### src/rtl/sdram_init_monitor_if.sv
// SDRAM command/address bus together with the init monitor's status outputs.
// The master modport drives the bus; the slave modport is the monitor side.
interface sdram_init_monitor_if #(
    parameter int ASIZE = 12
);
    logic [3:0]       Command;
    logic [ASIZE-1:0] Saddr;
    logic             Init_ok;
    logic             Init_err;
    logic [2:0]       Err_code;
    logic [2:0]       Cas_lat;
    logic [2:0]       Burst_len;
    logic [3:0]       Ref_seen;

    modport master (
        output Command, Saddr,
        input  Init_ok, Init_err, Err_code, Cas_lat, Burst_len, Ref_seen
    );

    modport slave (
        input  Command, Saddr,
        output Init_ok, Init_err, Err_code, Cas_lat, Burst_len, Ref_seen
    );
endinterface

### src/rtl/sdram_init_monitor.sv
// Checks the SDRAM power-up command stream: order, spacing and mode-register value.
// Optional mode-word check enabled by defining SDRAM_MON_MR_CHECK_EN.
module sdram_init_monitor #(
    parameter int               ASIZE     = 12,
    parameter int               T_PWR     = 20000,
    parameter int               T_RP      = 2,
    parameter int               T_RFC     = 7,
    parameter int               T_MRD     = 2,
    parameter int               N_REF     = 2,
    parameter logic [ASIZE-1:0] MR_EXPECT = 'h032
) (
    input logic                 Clk,
    input logic                 Rst_n,
    sdram_init_monitor_if.slave bus
);

    typedef enum logic [2:0] {
        S_PWR, S_PRE, S_REF, S_LMR, S_WAIT_MRD, S_DONE, S_ERROR
    } state_t;

    typedef enum logic [1:0] {C_NONE, C_PRE, C_REF, C_LMR} prev_t;

    localparam logic [14:0] T_PWR_C = 15'(T_PWR);
    localparam logic [15:0] T_RP_C  = 16'(T_RP);
    localparam logic [15:0] T_RFC_C = 16'(T_RFC);
    localparam logic [15:0] T_MRD_C = 16'(T_MRD);
    localparam logic [3:0]  N_REF_C = 4'(N_REF);

    state_t      state_q, state_d;
    prev_t       prev_q, prev_d;
    logic [14:0] pwr_cnt_q, pwr_cnt_d;
    logic [15:0] gap_q, gap_d;
    logic        init_ok_q, init_ok_d;
    logic        init_err_q, init_err_d;
    logic [2:0]  err_code_q, err_code_d;
    logic [2:0]  cas_lat_q, cas_lat_d;
    logic [2:0]  burst_len_q, burst_len_d;
    logic [3:0]  ref_seen_q, ref_seen_d;

    logic       is_idle, is_pre, is_ref, is_lmr;
    logic       space_err;
    logic [2:0] space_code;
    logic       fault;
    logic [2:0] fault_code;
    logic [3:0] ref_inc;
    logic       mr_ok;

    assign is_idle = bus.Command[3] || (bus.Command == 4'b0111);
    assign is_pre  = (bus.Command == 4'b0010);
    assign is_ref  = (bus.Command == 4'b0001);
    assign is_lmr  = (bus.Command == 4'b0000);
    assign ref_inc = (ref_seen_q == 4'hF) ? 4'hF : ref_seen_q + 4'd1;

`ifdef SDRAM_MON_MR_CHECK_EN
    assign mr_ok = (bus.Saddr == MR_EXPECT);
`else
    logic mr_unused;
    assign mr_ok     = 1'b1;
    assign mr_unused = ^{bus.Saddr, MR_EXPECT};
`endif

    // Minimum gap owed to the previous non-idle command
    always_comb begin
        space_err  = 1'b0;
        space_code = '0;
        case (prev_q)
            C_PRE: if (gap_q < T_RP_C)  begin space_err = 1'b1; space_code = 3'd2; end
            C_REF: if (gap_q < T_RFC_C) begin space_err = 1'b1; space_code = 3'd3; end
            C_LMR: if (gap_q < T_MRD_C) begin space_err = 1'b1; space_code = 3'd4; end
            default: ;
        endcase
    end

    always_comb begin
        state_d     = state_q;
        prev_d      = prev_q;
        pwr_cnt_d   = pwr_cnt_q;
        gap_d       = gap_q;
        init_ok_d   = init_ok_q;
        init_err_d  = init_err_q;
        err_code_d  = err_code_q;
        cas_lat_d   = cas_lat_q;
        burst_len_d = burst_len_q;
        ref_seen_d  = ref_seen_q;
        fault       = 1'b0;
        fault_code  = '0;

        if (!is_idle)            gap_d = 16'd1;
        else if (gap_q != '1)    gap_d = gap_q + 16'd1;

        if (!is_idle && state_q != S_DONE && state_q != S_ERROR) begin
            if (is_pre)      prev_d = C_PRE;
            else if (is_ref) prev_d = C_REF;
            else if (is_lmr) prev_d = C_LMR;
            else             prev_d = C_NONE;
        end

        case (state_q)
            // Once power-up time has elapsed, PWR accepts the PRECHARGE exactly like PRE
            S_PWR, S_PRE: begin
                if (state_q == S_PWR && is_idle && pwr_cnt_q != '1)
                    pwr_cnt_d = pwr_cnt_q + 15'd1;
                if (!is_idle) begin
                    if (space_err) begin
                        fault = 1'b1; fault_code = space_code;
                    end else if (state_q == S_PWR && pwr_cnt_q < T_PWR_C) begin
                        fault = 1'b1; fault_code = 3'd1;
                    end else if (!is_pre) begin
                        fault = 1'b1; fault_code = 3'd5;
                    end else if (!bus.Saddr[10]) begin
                        fault = 1'b1; fault_code = 3'd6;
                    end else begin
                        state_d = S_REF;
                    end
                end
            end
            S_REF: begin
                if (!is_idle) begin
                    if (space_err) begin
                        fault = 1'b1; fault_code = space_code;
                    end else if (is_ref) begin
                        ref_seen_d = ref_inc;
                        if (ref_inc == N_REF_C) state_d = S_LMR;
                    end else begin
                        fault = 1'b1; fault_code = 3'd5;
                    end
                end
            end
            S_LMR: begin
                if (!is_idle) begin
                    if (space_err) begin
                        fault = 1'b1; fault_code = space_code;
                    end else if (is_lmr && !mr_ok) begin
                        fault = 1'b1; fault_code = 3'd7;
                    end else if (is_lmr) begin
                        cas_lat_d   = bus.Saddr[6:4];
                        burst_len_d = bus.Saddr[2:0];
                        state_d     = S_WAIT_MRD;
                    end else begin
                        fault = 1'b1; fault_code = 3'd5;
                    end
                end
            end
            S_WAIT_MRD: begin
                if (gap_q >= T_MRD_C) begin
                    state_d   = S_DONE;
                    init_ok_d = 1'b1;
                end else if (!is_idle) begin
                    fault = 1'b1; fault_code = 3'd4;
                end
            end
            default: ;
        endcase

        if (fault) begin
            state_d    = S_ERROR;
            init_err_d = 1'b1;
            err_code_d = fault_code;
        end
    end

    always_ff @(posedge Clk or negedge Rst_n) begin
        if (!Rst_n) begin
            state_q     <= S_PWR;
            prev_q      <= C_NONE;
            pwr_cnt_q   <= '0;
            gap_q       <= '1;
            init_ok_q   <= 1'b0;
            init_err_q  <= 1'b0;
            err_code_q  <= '0;
            cas_lat_q   <= '0;
            burst_len_q <= '0;
            ref_seen_q  <= '0;
        end else begin
            state_q     <= state_d;
            prev_q      <= prev_d;
            pwr_cnt_q   <= pwr_cnt_d;
            gap_q       <= gap_d;
            init_ok_q   <= init_ok_d;
            init_err_q  <= init_err_d;
            err_code_q  <= err_code_d;
            cas_lat_q   <= cas_lat_d;
            burst_len_q <= burst_len_d;
            ref_seen_q  <= ref_seen_d;
        end
    end

    assign bus.Init_ok   = init_ok_q;
    assign bus.Init_err  = init_err_q;
    assign bus.Err_code  = err_code_q;
    assign bus.Cas_lat   = cas_lat_q;
    assign bus.Burst_len = burst_len_q;
    assign bus.Ref_seen  = ref_seen_q;

endmodule

### src/flat_wrapper.sv
// flat-port wrapper written by rule: the top's interface ports become plain ports
module sdram_init_monitor_flat 
#(
    parameter int               ASIZE     = 12,
    parameter int               T_PWR     = 20000,
    parameter int               T_RP      = 2,
    parameter int               T_RFC     = 7,
    parameter int               T_MRD     = 2,
    parameter int               N_REF     = 2,
    parameter logic [ASIZE-1:0] MR_EXPECT = 'h032
)
  (Clk, Rst_n, bus_Command, bus_Saddr, bus_Init_ok, bus_Init_err, bus_Err_code, bus_Cas_lat, bus_Burst_len, bus_Ref_seen);
  sdram_init_monitor_if #(.ASIZE(ASIZE)) bus_i ();
  input logic Clk;
  input logic Rst_n;
  input wire logic [$bits(bus_i.Command)-1:0] bus_Command;
  input wire logic [$bits(bus_i.Saddr)-1:0] bus_Saddr;
  output wire logic [$bits(bus_i.Init_ok)-1:0] bus_Init_ok;
  output wire logic [$bits(bus_i.Init_err)-1:0] bus_Init_err;
  output wire logic [$bits(bus_i.Err_code)-1:0] bus_Err_code;
  output wire logic [$bits(bus_i.Cas_lat)-1:0] bus_Cas_lat;
  output wire logic [$bits(bus_i.Burst_len)-1:0] bus_Burst_len;
  output wire logic [$bits(bus_i.Ref_seen)-1:0] bus_Ref_seen;
  assign bus_i.Command = bus_Command;
  assign bus_i.Saddr = bus_Saddr;
  assign bus_Init_ok = bus_i.Init_ok;
  assign bus_Init_err = bus_i.Init_err;
  assign bus_Err_code = bus_i.Err_code;
  assign bus_Cas_lat = bus_i.Cas_lat;
  assign bus_Burst_len = bus_i.Burst_len;
  assign bus_Ref_seen = bus_i.Ref_seen;
  sdram_init_monitor #(.ASIZE(ASIZE), .T_PWR(T_PWR), .T_RP(T_RP), .T_RFC(T_RFC), .T_MRD(T_MRD), .N_REF(N_REF), .MR_EXPECT(MR_EXPECT)) u_core (.Clk(Clk), .Rst_n(Rst_n), .bus(bus_i));
endmodule
### config.mk
export PLATFORM = sky130hd
export DESIGN_NAME = sdram_init_monitor_flat
export DESIGN_NICKNAME = d
export VERILOG_FILES = /design/src/rtl/sdram_init_monitor_if.sv /design/src/rtl/sdram_init_monitor.sv /design/src/flat_wrapper.sv
export SDC_FILE = /design/constraint.sdc
export NUM_CORES = 1
export LEC_CHECK = 0
export CORE_UTILIZATION = 60
export CTS_CLUSTER_DIAMETER = 100
export DETAILED_ROUTE_END_ITERATION = 12
export PLACE_DENSITY = 0.95
export REMOVE_ABC_BUFFERS = 1
export SLEW_MARGIN = 20
export SYNTH_ARGS = -nofsm -noshare
export SYNTH_HDL_FRONTEND = slang
export SYNTH_SLANG_ARGS = --single-unit
### constraint.sdc
create_clock -name Clk -period 4.1 [get_ports Clk]
set_input_delay 1.025 -clock Clk [delete_from_list [all_inputs] [get_ports Clk]]
set_output_delay 1.025 -clock Clk [all_outputs]
set_load 0.05 [all_outputs]
==> impl_results.md <==
* Cell Chain, Critical Path: clkdlybuf4s50_1 > a31oi_1 > o21ai_0 > o221a_4 > a221o_1
* Crit-path slowest cell: a31oi_1
* Core area at 4380 um^2
* Critical path arrival at 3.16 ns
* Critical path buffer and inverter count at 1
* Initial Utilization at 62.5%
* Register area share after synthesis at 47.3%
* Post-DP HPWL at 3810 um
* Fmax at 339 MHz
* Worst path max stage delay at 0.72 ns
* Placed cell count at 342
* GPL Wtd Cong at 0.935
* Commonest non-fill, non-tap cell in the layout: dfrtp_1
* Final setup fails at 0
* Layout cells sized above 1 at 16.4%
* Max Slew Vio Count at 0
* Nets at 320
* Crit. End Element: flip-flop
* PortBufs at 27
* Avg Cell Area, Syn at 10.1 um^2
* Min Tclk post-route at 2.95 ns
* Diode count at 0
* Vias at 2122
* DR pass1 iterations at 5
* CTS buffer count at 5
* First-pass GRT wire length at 9290 um
* Post-Synthesis Cell Area at 2740 um^2
* Synth top area share at a little under a third
* Number of fillers in the final layout at between 200 and 300
* Ys async rst share at 100%
* Hold Path Class: reg -> reg
* Area contributors post-synth: dfrtp_1, dfstp_2, xor2_1
* Cells after synthesis at around 270
* Max-cap violations at 0
* Leak pwr at between 1 and 1.5 nW
* Crit-path max FO at 9
* Die Y at 69.6 um
* Rel. slew slack at 39.5%
* Post-CTS Hold Buffers at 0
* Worst skew pair latency at 0.32 ns
* Routed Antenna Nets at 0
* Final Routed Wirelength at 5590 um
* Final hold vios at 0
* Postcts setup bufs at 0
* WS Path Type: in -> reg
* EDFF count, synth at 0
* Total power at 902 uW
* Final Instance Area at around 3100 um^2
* Worst vdd ir at 0.250 mV
* Total congestion overflow at 0
* Via density at between 6 and 7
* WL per Instance at about 16 um
* DRC violations left at 0
* H-tree Lvls at 2
* Placed cell area at between 3000 and 4000 um^2
* Most frequent cells in the layout: dfrtp_1, nor2_1, clkdlybuf4s50_1
* RSZ-0062 raised after global routing: false
* RR Startpoint: u_core.gap_q[13]
* Die X at 69.6 um
* Area delta synth->final at 14.3%
* Non-Filler Instances at between 300 and 400
* PD cells at ~290 nW/um^2
* Die area at 4840 um^2
* Root Driver: clkbuf_8
* Yosys reg bits at 51
* CP startpoint: bus_Command[0]
* Area leader, netlist: dfrtp_1
* Ys flop type: dfrtp_1
* CTS resizes at 0
* Clk sinks at 51
* 1st-iter DRT viols at about 210
* # rows at 24
* Status: finished, final reports clean
* CTS tree: done
* Initial antenna violation count at 0
* Boundary pin count at 33
* Final period utilization at between 70% and 80%
* CP Data Required Time at between 4 and 5 ns
* Cell variety after synth at 56
* Slew @ Worst Pin at 0.904 ns
* Largest net degree at the start of global routing at 52
* Vias in the first global route at 2028
* Worst Clk Skew at 0.00937 ns
* GRT Util Overall at 24.2%
* Worst hold start: u_core.pwr_cnt_q[11]
* Final setup TNS at 0 ns
* CP delay by family, top: compound AO/OA/AOI/OAI gates
* Clock Path Buffers at 2
* Element type at the critical path start: input port
* Ys Warns at 0
* Clock edge transition at the registers on the reported setup and hold paths at 0.10 ns
## state kept, by name, summed over array words and instances, names as in the netlist, 2 cells and up
signal and cells:
u_core.prev_q 2, u_core.gap_q 16, u_core.bus.Cas_lat 3, u_core.state_q 3, u_core.bus.Err_code 3, u_core.bus.Burst_len 3, u_core.bus.Ref_seen 4, u_core.pwr_cnt_q 15
## report_power, final
part	total [mW]	internal [mW]	leakage, nW	switching, mW
Combinational	0.0682	0.0276	0.678	0.0406
Sequential	0.525	0.515	0.632	0.00974
Clock	0.309	0.127	0.0467	0.182
Total	0.902	0.669	1.36	0.232
## worst reg2reg max path: cells and delay by family (launching register included)
family	cells	cell delay (ns)
simple gates	4	0.82
compound gates	1	0.50
flops	1	0.40
mux	1	0.37
## per-layer routing
| layer | part of all wire, % | vias to the layer above | global-route usage [%] |
|---|---|---|---|
| met5 | 0 | - | 0 |
| met4 | 2.7 | 0 | 8.84 |
| met3 | 5.0 | 19 | 6.69 |
| met2 | 48 | 63 | 38.1 |
| met1 | 45 | 1020 | 32.2 |
| li1 | - | 1020 | - |
## worst paths after layout
path,end,slack (ns),cells after the start
worst min-delay path,u_core.pwr_cnt_q[11],0.50,1
min in group asynchronous,u_core.bus.Ref_seen[2],0.70,1
worst min register to register,u_core.pwr_cnt_q[11],0.50,1
worst max-delay path,u_core.bus.Err_code[2],1.15,5
worst max register to register,u_core.bus.Cas_lat[0],1.91,6
max in group asynchronous,u_core.bus.Init_ok,2.97,1
## cells in the mapped netlist (all sizes together) (2+ instances only)
master and n:
o22ai 2, and2 2, nand3 15, a21o 2, mux2i 2, xnor2 10, a31o 2, nor4 5
inv 8, o21ai 9, ha 5, nand4 9, nor3 11, a22o 2, xor2 16, dfstp 16
and4 2, nand2 22, buf 3, nand2b 5, a21boi 2, o221a 2, and3 10, nor2b 2
a21oi 7, a31oi 7, clkbuf 6, nor2 29, mux2 7, dfrtp 35
## through the flow
step | setup WS [ns] | hold slack [ns] | util [%]
global placement | 0.927 | 0.452 | 69.2
detailed placement | 0.874 | 0.481 | 69.2
global route | 1.09 | 0.498 | 71.4
finish | 1.15 | 0.498 | 71.4
CTS | 1.20 | 0.499 | 71.4
floorplan | 1.29 | 0.441 | -
## kinds of logic after synthesis
| family | Yosys count | share of synthesized area, % |
|---|---|---|
| AND/OR/NAND/NOR | 116 | 23.0 |
| flip-flops | 51 | 47.3 |
| AO/OA/AOI/OAI | 47 | 12.8 |
| XOR/XNOR | 26 | 8.31 |
| buffers and inverters | 17 | 2.70 |
| multiplexers | 9 | 3.61 |
| adder cells (fa/ha/maj) | 5 | 2.28 |
## area by class of cell
cell class,instances,area [um^2],area share (%)
Clock buffer,5,68.8,2.20
Multi-Input combinational cell,203,1370,43.7
Clock inverter,3,27.5,0.879
Inverter,8,30.0,0.959
Sequential cell,51,1300,41.4
Timing Repair Buffer,28,275,8.79
Tap cell,52,65.1,2.08
No activity file was read; power rests on OpenSTA's default activity.
